$ cat config.mk
export PLATFORM = sky130hd
export DESIGN_NAME = fp16_add_sequencer
export DESIGN_NICKNAME = d
export VERILOG_FILES = /design/src/rtl/fp16_add_sequencer.sv
export SDC_FILE = /design/constraint.sdc
export NUM_CORES = 1
export LEC_CHECK = 0
export CAP_MARGIN = 20
export CORE_MARGIN = 2
export CORE_UTILIZATION = 55
export CTS_BUF_LIST = sky130_fd_sc_hd__clkbuf_4
export DETAILED_ROUTE_END_ITERATION = 6
export PLACE_DENSITY = 0.77
export REMOVE_ABC_BUFFERS = 1
export SLEW_MARGIN = 20
export SYNTH_ARGS = -nofsm -noshare
export SYNTH_HDL_FRONTEND = slang
export SYNTH_SLANG_ARGS = --single-unit
$ cat constraint.sdc
create_clock -name clk -period 2.7 [get_ports clk]
set_input_delay 0.405 -clock clk [delete_from_list [all_inputs] [get_ports clk]]
set_output_delay 0.405 -clock clk [all_outputs]
set_load 0.005 [all_outputs]
$ cat src/rtl/fp16_add_sequencer.sv
// Multi-cycle half-precision add/subtract sequencer.
// One operation in flight; valid/ready on both operand and result sides.
module fp16_add_sequencer #(
    parameter int MAX_ALIGN = 12
) (
    input  logic        clk,
    input  logic        rst_n,
    input  logic        in_valid,
    output logic        in_ready,
    input  logic [15:0] a,
    input  logic [15:0] b,
    input  logic        sub,
    output logic        out_valid,
    input  logic        out_ready,
    output logic [15:0] result,
    output logic        busy
);

    localparam int ACW = $clog2(MAX_ALIGN + 1);

    typedef enum logic [2:0] {
        IDLE, UNPACK, ALIGN, ADD, NORM, ROUND, DONE
    } state_t;

    state_t             state_q, state_d;
    logic [15:0]        a_q, a_d;
    logic [15:0]        b_q, b_d;
    logic               sgn_q, sgn_d;
    logic               esub_q, esub_d;
    logic signed [5:0]  ex_q, ex_d;
    logic [11:0]        mx_q, mx_d;
    logic [11:0]        my_q, my_d;
    logic [4:0]         diff_q, diff_d;
    logic [ACW-1:0]     acnt_q, acnt_d;
    logic [12:0]        m_q, m_d;
    logic [15:0]        res_q, res_d;

    logic [4:0]         ea, eb;
    logic [9:0]         fa, fb;
    logic               sa, sb;
    logic               a_nan, b_nan, a_inf, b_inf, a_big;
    logic [11:0]        rsum;
    logic [10:0]        mant;
    logic               ovf, ofl;
    logic signed [5:0]  ex_r;

    assign ea = a_q[14:10];
    assign eb = b_q[14:10];
    assign fa = a_q[9:0];
    assign fb = b_q[9:0];
    assign sa = a_q[15];
    assign sb = b_q[15];
    assign a_nan = (ea == 5'h1f) && (fa != 10'h0);
    assign b_nan = (eb == 5'h1f) && (fb != 10'h0);
    assign a_inf = (ea == 5'h1f) && (fa == 10'h0);
    assign b_inf = (eb == 5'h1f) && (fb == 10'h0);
    assign a_big = a_q[14:0] >= b_q[14:0];

    assign in_ready  = (state_q == IDLE);
    assign out_valid = (state_q == DONE);
    assign busy      = (state_q != IDLE);
    assign result    = res_q;

    always_comb begin
        state_d = state_q;
        a_d     = a_q;
        b_d     = b_q;
        sgn_d   = sgn_q;
        esub_d  = esub_q;
        ex_d    = ex_q;
        mx_d    = mx_q;
        my_d    = my_q;
        diff_d  = diff_q;
        acnt_d  = acnt_q;
        m_d     = m_q;
        res_d   = res_q;
        rsum    = {1'b0, m_q[11:1]} + {11'b0, m_q[0]};
        ovf     = rsum[11];
        mant    = ovf ? rsum[11:1] : rsum[10:0];
        ex_r    = ex_q + (ovf ? 6'sd1 : 6'sd0);
        ofl     = (ex_q >= 6'sd31) || (ovf && (ex_q >= 6'sd30));

        unique case (state_q)
            IDLE: begin
                if (in_valid) begin
                    a_d     = a;
                    b_d     = {b[15] ^ sub, b[14:0]};
                    state_d = UNPACK;
                end
            end
            UNPACK: begin
                if (ea == 5'h1f || eb == 5'h1f) begin
                    state_d = DONE;
                    if (a_nan || b_nan || (a_inf && b_inf && (sa != sb)))
                        res_d = 16'h7e00;
                    else if (a_inf)
                        res_d = {sa, 5'h1f, 10'h0};
                    else
                        res_d = {sb, 5'h1f, 10'h0};
                end else if (ea == 5'h0 && eb == 5'h0) begin
                    state_d = DONE;
                    res_d   = {sa & sb, 15'h0};
                end else if (ea == 5'h0) begin
                    state_d = DONE;
                    res_d   = b_q;
                end else if (eb == 5'h0) begin
                    state_d = DONE;
                    res_d   = a_q;
                end else begin
                    esub_d = sa ^ sb;
                    acnt_d = '0;
                    if (a_big) begin
                        sgn_d  = sa;
                        ex_d   = {1'b0, ea};
                        mx_d   = {1'b1, fa, 1'b0};
                        my_d   = {1'b1, fb, 1'b0};
                        diff_d = ea - eb;
                    end else begin
                        sgn_d  = sb;
                        ex_d   = {1'b0, eb};
                        mx_d   = {1'b1, fb, 1'b0};
                        my_d   = {1'b1, fa, 1'b0};
                        diff_d = eb - ea;
                    end
                    state_d = (ea == eb) ? ADD : ALIGN;
                end
            end
            ALIGN: begin
                my_d   = my_q >> 1;
                diff_d = diff_q - 5'd1;
                acnt_d = acnt_q + 1'b1;
                if (acnt_q == ACW'(MAX_ALIGN - 1)) begin
                    my_d    = '0;
                    state_d = ADD;
                end else if (diff_q == 5'd1) begin
                    state_d = ADD;
                end
            end
            ADD: begin
                if (esub_q)
                    m_d = {1'b0, mx_q} - {1'b0, my_q};
                else
                    m_d = {1'b0, mx_q} + {1'b0, my_q};
                state_d = NORM;
            end
            NORM: begin
                if (m_q[12]) begin
                    m_d     = m_q >> 1;
                    ex_d    = ex_q + 6'sd1;
                    state_d = ROUND;
                end else if (m_q == 13'h0) begin
                    res_d   = 16'h0000;
                    state_d = DONE;
                end else if (m_q[11]) begin
                    state_d = ROUND;
                end else begin
                    m_d  = m_q << 1;
                    ex_d = ex_q - 6'sd1;
                    if (ex_q == 6'sd1) begin
                        res_d   = {sgn_q, 15'h0};
                        state_d = DONE;
                    end else if (m_q[10]) begin
                        state_d = ROUND;
                    end
                end
            end
            ROUND: begin
                // guard bit rounds half-up; a carry into 2048 bumps the exponent
                if (ofl)
                    res_d = {sgn_q, 5'h1f, 10'h0};
                else
                    res_d = {sgn_q, ex_r[4:0], mant[9:0]};
                state_d = DONE;
            end
            DONE: begin
                if (out_ready)
                    state_d = IDLE;
            end
            default: state_d = IDLE;
        endcase
    end

    always_ff @(posedge clk or negedge rst_n) begin
        if (!rst_n) begin
            state_q <= IDLE;
            a_q     <= '0;
            b_q     <= '0;
            sgn_q   <= 1'b0;
            esub_q  <= 1'b0;
            ex_q    <= '0;
            mx_q    <= '0;
            my_q    <= '0;
            diff_q  <= '0;
            acnt_q  <= '0;
            m_q     <= '0;
            res_q   <= '0;
        end else begin
            state_q <= state_d;
            a_q     <= a_d;
            b_q     <= b_d;
            sgn_q   <= sgn_d;
            esub_q  <= esub_d;
            ex_q    <= ex_d;
            mx_q    <= mx_d;
            my_q    <= my_d;
            diff_q  <= diff_d;
            acnt_q  <= acnt_d;
            m_q     <= m_d;
            res_q   <= res_d;
        end
    end

endmodule

# After elaboration in Yosys (flattened, before gate mapping)
# Index checks and enable logic that the tools add are counted.
[totals]
register_bits = 105
inputBits = 37
output_inout_bits = 19
word_cells = 157
[op_classes]
n_addsub = 10
n_lt_le_gt_ge = 3
eq_ne = 27
muxes = 63
n_bitwise = 7
reduce_logical = 33
[op_table]
columns = ["op", "n"]
rows = [
  ["2-to-1 mux 16 bit", 10],
  ["2-to-1 mux 12 bit", 7],
  ["case mux 16 bit (3 select lines)", 1],
  ["2-to-1 mux 6 bit", 7],
  ["2-to-1 mux 3 bit", 13],
  ["2-to-1 mux 11 bit", 3],
  ["2-to-1 mux 5 bit", 6],
  ["case mux 13 bit (2 select lines)", 1],
  ["case mux 12 bit (2 select lines)", 1],
  ["case mux 3 bit (7 select lines)", 1],
  ["logical NOT 10 bit", 2],
  ["nonzero test 10 bit", 2],
  ["2-to-1 mux 4 bit", 4],
  [">= comparator 15 bit", 1],
  ["2-to-1 mux 15 bit", 1],
  ["inequality test 3 bit (second input constant)", 5],
  ["AND reduction 5 bit", 3],
  ["adder 12 x 12 -> 13 bit", 1],
  ["logical NOT 13 bit", 1],
  ["2-to-1 mux 13 bit", 1],
  ["subtractor 12 x 12 -> 13 bit", 1],
  ["adder 11 x 1 -> 12 bit", 1],
  [">= comparator 6 bit (second input constant)", 2],
  ["inequality test 2 bit (second input constant)", 6],
  ["other kinds (36)", 62],
]

# Depth between registers and ports, before layout
# Gate-level depths: netlist (run 1).
[logic_depth]
ltp_word = 8
ltp_mapped = 14
mapped_depth_nobuf = 13

# Worst setup path before layout (run 1)
# OpenSTA, ideal clock, no wires.
[synth_timing]
path_type = "reg2reg"
start = "reg a_q[12]"
end = "reg my_q[5]"
setup_time_ns = 0.126
arrival_time_ns = 2.558
required_ns = 2.574
setup_slack_ns = 0.016
stages_incl_launch_ff = 12
n_path_buf = 3
synth_period_minus_slack_ns = 2.684
cell_sequence = "dfrtp_1 -> inv_1 -> ha_1 -> clkbuf_1 -> nand4_1 -> nor3_1 -> a211o_1 -> buf_2 -> buf_1 -> mux2_2 -> a221oi_1 -> nor2_1"
[synth_via]
elab_chain_len = 7
elab_cells_between_ends = 15
cone_classes = "order compare (1); eq/ne (4); mux (6); reduce/logical (4)"
[synth_rtl]
columns = ["element", "line_no", "rtl"]
rows = [
  ["from (decl)", "26", "logic [15:0] a_q, a_d;"],
  ["from (signal assigned)", "186", "a_q <= '0;"],
  ["from (signal assigned)", "199", "a_q <= a_d;"],
  [">= comparator 15 bit", "57", "assign a_big = a_q[14:0] >= b_q[14:0];"],
  ["2-to-1 mux 11 bit", "112", "if (a_big) begin"],
  ["2-to-1 mux 12 bit", "106", "end else if (eb == 5'h0) begin"],
  ["2-to-1 mux 12 bit", "103", "end else if (ea == 5'h0) begin"],
  ["2-to-1 mux 12 bit", "100", "end else if (ea == 5'h0 && eb == 5'h0) begin"],
  ["2-to-1 mux 12 bit", "92", "if (ea == 5'h1f || eb == 5'h1f) begin"],
  ["case mux 12 bit (2 select lines)", "83", "unique case (state_q)"],
  ["to (signal assigned)", "205", "my_q <= my_d;"],
  ["to (decl)", "32", "logic [11:0] my_q, my_d;"],
]
# Parallel ways exist; a longest one is shown, timed or not. The select of a mux whose other input is x is not followed.
# A chain may end at the register's enable or synchronous reset.

# Worst setup path after layout (run 1)
[layout_timing]
start = "reg my_q[2]"
end = "reg m_q[12]"
[layout_via]
elab_chain_len = 3
elab_cells_between_ends = 4
cone_classes = "add/sub (2); mux (2)"
[layout_rtl]
columns = ["element", "line_no", "rtl"]
rows = [
  ["adder 12 x 12 -> 13 bit or subtractor 12 x 12 -> 13 bit (tied branches)", "143, 141", ""],
  ["2-to-1 mux 13 bit *", "140", "if (esub_q)"],
  ["case mux 13 bit (2 select lines) *", "83", ""],
  ["to (signal assigned)", "208", "m_q <= m_d;"],
  ["to (decl)", "35", "logic [12:0] m_q, m_d;"],
]
# Mark *: on every way between the ends. The rest lies on a longest branch, timed or not.

==> run_results.csv, run 1 <==
group,metric,value,unit
synthesis,async_reset_ff_frac,1.00,
final_layout,fillers,1007,
setup_path,r2r_start,"my_q[2]",
global_routing,antenna_found_initial,0,
floorplan,initial_core_util,0.559,
floorplan,die_y,117,um
run,drv_cap,0,
placement,placedCellCount,1044,
setup_path,arrival,3.09,ns
clocking,cts-root-buf,"clkbuf_4",
floorplan,dieArea,13700,um2
setup_path,timing.critical_path.to_type,"flip-flop",
global_routing,grt_use_total,0.295,
setup_path,crit_path_start,"my_q[2]",
timing,hold_violations,0,
synthesis,synth_top_family_by_area,"compound AO/OA/AOI/OAI gates",
timing,max_slew_margin,0.629,
global_routing,gr-total-overflow,0,
final_layout,mostFrequentLayoutCell,"dfrtp_1",
synthesis,yosys.area_share.xor_xnor,0.0436,
outcome,status,"complete, but fails checks",
timing,clock_skew,0.0246,ns
synthesis,synthAdderAreaFrac,0.0887,
clocking,cts_sinks,104,
routing,drt_pass1_iterations,5,
power,p_seq_frac,0.251,
final_layout,multi_input_comb_area,4230,um2
synthesis,ys_seq_area_frac,0.371,
final_layout,diodes,0,
setup_path,rr_worst_depth,13,
clocking,path_clk_slew,0.17,ns
final_layout,layout.area.seq,2600,um2
clocking,cts_buffer_depth,2,
final_layout,finalNonFillerCells,1068,
timing,timing.fmax,367,MHz
synthesis,yosysWarnings,0,
synthesis,syn_area,7020,um2
power,max-vdd-ir-drop,0.000756,V
synthesis,yosys.area.top_type,"dfrtp_1",
synthesis,synth_compound_area_frac,0.202,
power,switching_power,5930,uW
setup_path,ff2ff_setup_slack,-0.02,ns
routing,totalWireLength,19400,um
power,p_int,6560,uW
synthesis,synth_top_area_frac,0.371,
synthesis,synthFlopType,"dfrtp_1",
timing,tightest_slew,0.556,ns
power,combPwrFrac,0.677,
synthesis,ys_top_cells_by_area,"dfrtp_1 (37%), ha_1 (8.0%), nand2_1 (5.0%)",
synthesis,muxShareOfSynthArea,0.0743,
timing,hold_slack,0.342,ns
placement,place_area,8050,um2
outcome,violations,"negative setup slack",
floorplan,rows,41,
routing,ant_nets,0,
setup_path,cp.required,3.07,ns
clocking,cts_made_buffers,9,
final_layout,final_area,8400,um2
timing,rsz0062_at_grt,"yes",
floorplan,core_area,12600,um2
global_routing,grt_pass1_wl,31000,um
timing,finalCritPeriodShare,1.01,
setup_path,r2r_end,"m_q[12]",
synthesis,yosysUniqueCellTypes,63,
synthesis,syn_inst,809,
worst_hold_path,min_path_type,"primary input to async pin",
power,p_clk_frac,0.072,
final_layout,synthToLayoutAreaGrowth,19.7,%
floorplan,dieWidth,117,um
timing,drv_slew,0,
clocking,cts_max_level,3,
floorplan,ios,56,
timing,setup_viol_count_final,2,
setup_path,crit_fanout,4,
setup_path,cp-endpoint,"m_q[12]",
synthesis,synthSimpleGateAreaFrac,0.175,
routing,vias,6484,
routing,drt_iter0_drc,598,
final_layout,most-common-layout-cells,"dfrtp_1 (104), nand2_1 (93), nor2_1 (71)",
synthesis,synth-edff-count,0,
power,netSwitchingFraction,0.475,
setup_path,crit_path_start_kind,"flip-flop",
placement,portBuffers,55,
final_layout,drive_gt1_frac,0.150,
power,leakagePower,0.00359,uW
timing,fin_ws,-0.0242,ns
placement,gp_congestion,0.943,
global_routing,grt_pass1_vias,6109,
power,p_per_area,1490,nW/um2
routing,via_per_inst,6.07,
placement,dpl.hpwl,14500,um
synthesis,ys_ff_latch,104,
routing,drc,0,
timing,fin_crit,2.72,ns
synthesis,syn_avg_cell_area,8.68,um2
setup_path,critPathKind,"flip-flop to flip-flop",
clocking,cts_tree,"done",
final_layout,layout.nets,977,
routing,wl_per_cell,18.2,um
clocking,clk-insertion-delay-late,0.49,ns
global_routing,grt_max_degree,61,
## routing by layer
metal	part of all wire	GRT usage	vias to the layer above
li1	-	-	3057
met1	0.43	0.396	3092
met2	0.47	0.478	280
met3	0.074	0.0618	55
met4	0.028	0.104	0
met5	0	0	-
## synth_stat cells, drive strengths merged, types with 5 or more instances
library cell,number
dfrtp,104
nand2,93
o21ai,85
nor2,74
a21oi,67
ha,45
clkbuf,35
inv,35
mux2,25
mux2i,24
xnor2,24
nor3,20
buf,12
nand3,12
a221oi,11
xor2,11
nand2b,10
nand4,9
o22a,9
a31oi,8
nor4,8
a211o,7
a21o,7
and2,7
or4,6
o211ai,5
o21a,5
## power groups by stage
stage | clock network, uW | logic (uW) | registers, uW
2_1_floorplan | 0 | 5070 | 3060
3_3_place_gp | 0 | 7580 | 3070
3_5_place_dp | 0 | 7810 | 3130
4_1_cts | 915 | 7880 | 3090
5_1_grt | 975 | 9280 | 3230
6_report | 900 | 8460 | 3140
## registers in the layout, summed over array words and instances, names as in the netlist, 4 cells and up
register,count
ex_q,6
mx_q,11
a_q,16
b_q,16
m_q,13
result,16
diff_q,5
my_q,12
acnt_q,4
## kinds of logic (layout without fill, tap and decap cells)
kind of cell | count (synthesis) | count (layout)
and+or+nand+nor | 258 | 258
buffers and inverters | 82 | 169
xor gates and xnor gates | 35 | 35
adders and majority gates | 48 | 48
AOI/OAI and AO/OA | 233 | 233
muxes | 49 | 49
DFF | 104 | 104
## per-stage QoR
step / total power [uW] / utilization / TNS, ns / setup slack, ns
detailed placement: 10900 / 0.640 / -0.0250 / -0.0250
CTS: 11900 / 0.654 / 0 / 0.0190
global route: 13500 / 0.669 / -0.481 / -0.167
finish: 12500 / 0.669 / -0.0433 / -0.0242
global placement: 10700 / 0.640 / 0 / 0.0842
floorplan: 8130 / - / -5.18 / -0.485
## worst min path at each step
stage,from,to,depth (start not counted),slack (ns)
finish,rst_n,ex_q[2],2,0.34
global route,rst_n,result[11],2,0.36
CTS,rst_n,ex_q[2],2,0.33
detailed placement,rst_n,ex_q[2],1,0.33
global placement,rst_n,ex_q[3],1,0.32
floorplan,rst_n,a_q[0],0,0.11
## worst max-delay path, cell delays in order (launching register included)
cell	delay [ns]
dfrtp_1	0.44
nor4_2	0.32
nand2b_1	0.18
nor3_2	0.14
nor2_1	0.07
xnor2_1	0.12
ha_1	0.36
a21oi_2	0.17
nor2_1	0.08
a211oi_2	0.19
o21ai_2	0.11
a31oi_1	0.18
xnor2_1	0.16
o21ai_1	0.07
## area by class of cell
type                    count  share of cell area
clock buffers               9             0.00804
clock inverters             6              0.0101
inverters                  35              0.0156
multi-input cells         623               0.504
flip-flops and latches    104               0.310
well taps                 172              0.0256
repair buffers            119               0.127
## timing repair
item | in CTS | in global routing
hold buffers | 1 | 0
gates resized for setup | 2 | 24
hold endpoints to repair | 23 | 0
endpoints found under the setup margin | 2 | 18
setup buffers | 0 | 8
pin swaps | 0 | 12
No activity file was read; power rests on OpenSTA's default activity.
==> inputs of run 2 (changes only) <==
--- a/config.mk
+++ b/config.mk
@@ -7,10 +7,10 @@
 export LEC_CHECK = 0
 export CAP_MARGIN = 20
 export CORE_MARGIN = 2
-export CORE_UTILIZATION = 55
+export CORE_UTILIZATION = 45
 export CTS_BUF_LIST = sky130_fd_sc_hd__clkbuf_4
 export DETAILED_ROUTE_END_ITERATION = 6
-export PLACE_DENSITY = 0.77
+export PLACE_DENSITY = 0.65
 export REMOVE_ABC_BUFFERS = 1
 export SLEW_MARGIN = 20
 export SYNTH_ARGS = -nofsm -noshare
==> run 2 against run 1 <==
  * The flow now finishes without violations
  * Fmax increased by 1.9%
  * Sequential cell count is the same
  * First-iteration DRC count increased by 8.2%
  * Worst setup slack better by 0.050 ns
  * Clock-buffer cell count rose by 1
  * Clock power rose by 2.3%
  * Sequential power up 2%
  * Critical path depth is the same
==> run_results.csv, run 2 (synthesis gave the netlist of run 1 again) <==
group,metric,value,unit
final_layout,synthToLayoutAreaGrowth,20.3,%
setup_path,critPathKind,"flip-flop to flip-flop",
power,p_per_area,1470,nW/um2
timing,drv_slew,0,
power,p_seq_frac,0.258,
clocking,cts_buffer_depth,2,
timing,fin_crit,2.67,ns
clocking,clk-insertion-delay-late,0.49,ns
setup_path,rr_worst_depth,13,
setup_path,timing.critical_path.to_type,"flip-flop",
floorplan,dieArea,16600,um2
global_routing,gr-total-overflow,0,
final_layout,final_area,8450,um2
power,p_int,6540,uW
timing,fin_ws,0.0260,ns
clocking,cts_max_level,3,
setup_path,r2r_start,"my_q[3]",
power,switching_power,5860,uW
setup_path,crit_path_start_kind,"flip-flop",
timing,timing.fmax,374,MHz
final_layout,utilization,0.556,
clocking,cts_tree,"done",
floorplan,core_area,15200,um2
power,combPwrFrac,0.668,
timing,rsz0062_at_grt,"yes",
global_routing,grt_pass1_wl,31800,um
power,max-vdd-ir-drop,0.000583,V
routing,via_per_inst,5.76,
setup_path,arrival,3.05,ns
floorplan,ios,56,
global_routing,grt_max_degree,53,
placement,gp_congestion,0.930,
final_layout,layout.nets,985,
placement,place_area,8080,um2
global_routing,grt_use_total,0.244,
setup_path,critPathMaxStageDelay,0.45,ns
power,leakagePower,0.00361,uW
clocking,path_clk_slew,0.16,ns
run,drv_cap,0,
routing,wl_per_cell,18.0,um
clocking,cts_sinks,104,
global_routing,antenna_found_initial,1,
timing,hold_violations,0,
power,p_clk_frac,0.074,
global_routing,grt_pass1_vias,6101,
floorplan,dieWidth,129,um
setup_path,path_delay_family,"simple AND/OR/NAND/NOR gates",
routing,drc,0,
setup_path,worstPathBufferInverterCount,0,
clocking,cts_made_buffers,9,
power,netSwitchingFraction,0.472,
placement,post-place-ws,-0.0954,ns
final_layout,drive_gt1_frac,0.152,
final_layout,mostFrequentLayoutCell,"dfrtp_1",
setup_path,cp.required,3.08,ns
timing,max_slew_margin,0.620,
placement,dpl.hpwl,15100,um
worst_hold_path,min_path_type,"primary input to async pin",
routing,totalWireLength,19700,um
outcome,status,"complete, no violations",
setup_path,worstPathCellList,"nor4_4 -> nand2b_1 -> nor3_2 -> nor2_1 -> xnor2_1 -> ha_1 -> a21oi_2 -> nor2_1 -> a211oi_1 -> o21ai_1 -> a31oi_1 -> xnor2_1 -> o21ai_1",
floorplan,initial_core_util,0.462,
setup_path,crit_fanout,4,
timing,finalCritPeriodShare,0.990,
floorplan,rows,45,
routing,drt_pass1_iterations,5,
timing,setup_viol_count_final,0,
clocking,cts-root-buf,"clkbuf_4",
timing,tightest_slew,0.570,ns
routing,drt_iter0_drc,647,
routing,vias,6306,
timing,clock_skew,0.0194,ns
final_layout,most-common-layout-cells,"dfrtp_1 (103), nand2_1 (93), nor2_1 (71)",
floorplan,die_y,129,um
routing,ant_nets,0,
setup_path,worst_path_max_delay_cell,"dfrtp_1",
setup_path,ff2ff_setup_slack,0.03,ns
placement,portBuffers,55,
setup_path,r2r_end,"m_q[12]",
==> run 2: changes by cell type in the layout (fill, tap and decap cells not counted), sizes merged <==
cell,previous run,this run
buf,64,72
clkbuf,9,10
clkinv,4,3
clkinvlp,0,1
diode,0,1
==> run 2: final cells by class <==
cell class | count | area, um2
fillers | 1434 | 6760
multi-input cells | 623 | 4200
flip-flops and latches | 104 | 2600
repair buffers | 127 | 1120
well taps | 188 | 235
inverters | 35 | 131
clock inverters | 6 | 83.8
clock buffers | 10 | 75.1
diodes | 1 | 2.50
==> run 2: power by group through the flow <==
stage	Sequential (uW)	Combinational (uW)	Clock [uW]
after floorplan	3060	5070	0
after global placement	3150	7570	0
after detailed placement	3190	7730	0
after CTS	3170	7840	945
after global routing	3310	9170	992
final	3200	8280	921
==> run 2: worst max-delay path by stage <==
stage	to	cells past startpoint	start	slack [ns]
after floorplan	diff_q[4]	8	a_q[11]	-0.48
after global placement	m_q[12]	13	my_q[5]	0.03
after detailed placement	m_q[12]	13	my_q[5]	-0.1
after CTS	diff_q[4]	9	b_q[2]	0.007
after global routing	m_q[12]	13	my_q[3]	-0.16
final	m_q[12]	13	my_q[3]	0.03
==> run 2: what timing repair did <==
action / in CTS / in global routing
setup buffers: 1 / 12
hold buffers: 1 / 0
gates cloned: 0 / 0
pin swaps: 0 / 12
resized for setup: 5 / 18
endpoints found under the setup margin: 4 / 17
hold endpoints to repair: 29 / 0
==> run 2: metal layers <==
layer  wire, um  GRT usage  vias up
li1           -          -     3074
met1       9030      0.346     3028
met2       9310      0.403      187
met3       1120     0.0249       17
met4        219     0.0595        0
met5          0          0        -
==> run 2: through the flow <==
| stage | instances | hold slack [ns] | total power [uW] | setup TNS, ns |
|---|---|---|---|---|
| 3_3_place_gp | 1063 | 0.377 | 10700 | 0 |
| 4_1_cts | 1081 | 0.372 | 12000 | 0 |
| 6_report | 1094 | 0.381 | 12400 | 0 |
| 3_5_place_dp | 1063 | 0.380 | 10900 | -0.129 |
| 2_1_floorplan | 762 | 0.109 | 8130 | -5.18 |
| 5_1_grt | 1094 | 0.397 | 13500 | -0.327 |
==> inputs of run 3 (changes only) <==
--- a/config.mk
+++ b/config.mk
@@ -11,6 +11,7 @@
 export CTS_BUF_LIST = sky130_fd_sc_hd__clkbuf_4
 export DETAILED_ROUTE_END_ITERATION = 6
 export PLACE_DENSITY = 0.65
+export RECOVER_POWER = 100
 export REMOVE_ABC_BUFFERS = 1
 export SLEW_MARGIN = 20
 export SYNTH_ARGS = -nofsm -noshare
==> constraint.sdc (replaced) <==
create_clock -name clk -period 2.2 [get_ports clk]
set_input_delay 0.33 -clock clk [delete_from_list [all_inputs] [get_ports clk]]
set_output_delay 0.33 -clock clk [all_outputs]
set_load 0.005 [all_outputs]
==> run 3 against run 2 <==
  * The flow now finishes with violations (negative setup slack)
  * Worst setup slack worse by 0.45 ns
  * Sequential cell count is the same
  * Final area is 26% higher
  * Non-clock buffer count rose by 156
  * Critical path type unchanged
  * Largest cell class unchanged
==> run_results.csv, run 3 (synthesis gave the netlist of run 1 again) <==
group,metric,value,unit
clocking,cts-root-buf,"clkbuf_4",
setup_path,worstPathCellList,"nor4_4 -> nand2b_1 -> nor3_2 -> nor2_1 -> xnor2_1 -> ha_1 -> a21oi_2 -> buf_4 -> buf_4 -> buf_4 -> buf_4 -> buf_4 -> o21ai_2 -> xnor2_1 -> o21ai_0",
timing,fin_ws,-0.424,ns
clocking,cts_sinks,104,
clocking,cts_max_level,3,
floorplan,initial_core_util,0.462,
final_layout,layout.nets,1141,
timing,timing.fmax,381,MHz
floorplan,dieArea,16600,um2
timing,clock_skew,0.0249,ns
timing,rsz0062_at_grt,"yes",
routing,via_per_inst,5.86,
timing,finalCritPeriodShare,1.19,
timing,setup_viol_count_final,55,
setup_path,worst_path_max_delay_cell,"dfrtp_1",
timing,drv_slew,0,
routing,drt_pass1_iterations,6,
floorplan,die_y,129,um
global_routing,grt_use_total,0.281,
worst_hold_path,min_path_type,"primary input to flip-flop",
timing,fin_crit,2.62,ns
final_layout,multi_input_comb_area,4890,um2
setup_path,critPathMaxStageDelay,0.44,ns
global_routing,gr-total-overflow,0,
routing,drt_iter0_drc,591,
clocking,clk-insertion-delay-late,0.52,ns
floorplan,core_area,15200,um2
global_routing,grt_pass1_vias,6984,
final_layout,layout.area.seq,2610,um2
clocking,cts_tree,"done",
outcome,violations,"negative setup slack",
final_layout,synthToLayoutAreaGrowth,51.5,%
setup_path,crit_path_start_kind,"flip-flop",
floorplan,rows,45,
setup_path,rr_worst_depth,15,
run,drv_cap,0,
clocking,cts_made_buffers,9,
setup_path,cp_num_cells,15,
outcome,status,"complete, but fails checks",
timing,tightest_slew,0.955,ns
final_layout,fillers,1074,
setup_path,timing.critical_path.to_type,"flip-flop",
routing,wl_per_cell,19.8,um
routing,ant_nets,0,
global_routing,antenna_found_initial,2,
final_layout,drive_gt1_frac,0.376,
setup_path,crit_fanout,4,
global_routing,grt_max_degree,49,
timing,hold_violations,0,
worst_hold_path,hold_path_depth,3,
routing,vias,7330,
setup_path,worstPathBufferInverterCount,5,
routing,totalWireLength,24800,um
global_routing,grt_pass1_wl,36300,um
clocking,path_clk_slew,0.17,ns
final_layout,mostFrequentLayoutCell,"buf_4",
setup_path,arrival,3.03,ns
clocking,cts_buffer_depth,2,
timing,max_slew_margin,0.364,
setup_path,cp_common_cell,"buf_4",
placement,dpl.hpwl,16500,um
setup_path,cp.required,2.60,ns
placement,gp_congestion,0.997,
timing,finalSetupTns,-10.74,ns
routing,drc,0,
floorplan,dieWidth,129,um
setup_path,critPathKind,"flip-flop to flip-flop",
setup_path,path_delay_family,"simple AND/OR/NAND/NOR gates",
final_layout,most-common-layout-cells,"buf_4 (161), dfrtp_1 (99), nand2_1 (86)",
placement,portBuffers,55,
floorplan,ios,56,
[run 3: cell types whose count changed in the layout (fill, tap and decap cells not counted), moves of 13 or more]
cell             change
o21ai_1             +16
dlygate4sd3_1       +16
nor2_1              -17
clkdlybuf4s50_1     -18
a21oi_2             +17
buf_6               +36
buf_12              +13
buf_4               +92
o21ai_0             -24
a21oi_1             -21
[run 3: per-stage QoR]
stage | cell area (um2) | setup slack [ns] | util | std cells | hold slack, ns
floorplan | 6830 | -0.985 | - | 762 | 0.0344
global placement | 8930 | -0.444 | 0.588 | 1174 | 0.327
detailed placement | 8930 | -0.578 | 0.588 | 1174 | 0.335
CTS | 9980 | -0.420 | 0.657 | 1223 | 0.299
global route | 10600 | -0.621 | 0.700 | 1251 | 0.353
finish | 10600 | -0.424 | 0.700 | 1251 | 0.347
[run 3: timing repair]
action / in CTS / in global routing
pin swaps: 52 / 70
resized for setup: 163 / 117
cloned: 5 / 2
hold endpoints to repair: 34 / 0
endpoints found under the setup margin: 61 / 66
hold buffers: 1 / 0
buffers inserted: 28 / 43
[run 3: path summary, 6_finish.rpt]
path,to,startpoint,slack (ns)
setup reg to reg,m_q[8],my_q[2],-0.42
max in group asynchronous,m_q[6],rst_n,0.36
min in group asynchronous,a_q[14],rst_n,0.49
hold / removal,b_q[5],b[5],0.35
hold reg to reg,result[8],result[8],0.50
setup / recovery,m_q[8],my_q[2],-0.42
[run 3: tightest hold or removal path: cells and delay by family]
| kind | cells | cell delay, ns |
|---|---|---|
| AO/OA/AOI/OAI | 1 | 0.07 |
| buffers and inverters | 1 | 0.40 |
| AND/OR/NAND/NOR | 1 | 0.05 |
[run 3: layout make-up]
type                    count  area share
inverters                  35      0.0123
clock buffers              11     0.00776
well taps                 188      0.0221
multi-input cells         623       0.459
repair buffers            283       0.250
flip-flops and latches    104       0.245
clock inverters             5     0.00317
diodes                      2    0.000470
[run 3: per-layer routing]
layer	up-vias	wire length, um	track usage
li1	3403	-	-
met1	3580	10500	0.374
met2	282	12300	0.481
met3	65	1240	0.0349
met4	0	754	0.0870
met5	-	0	0
Power of run 3 is not shown: default switching activity piles up to over one toggle a cycle in this logic, so the estimate is an artifact.
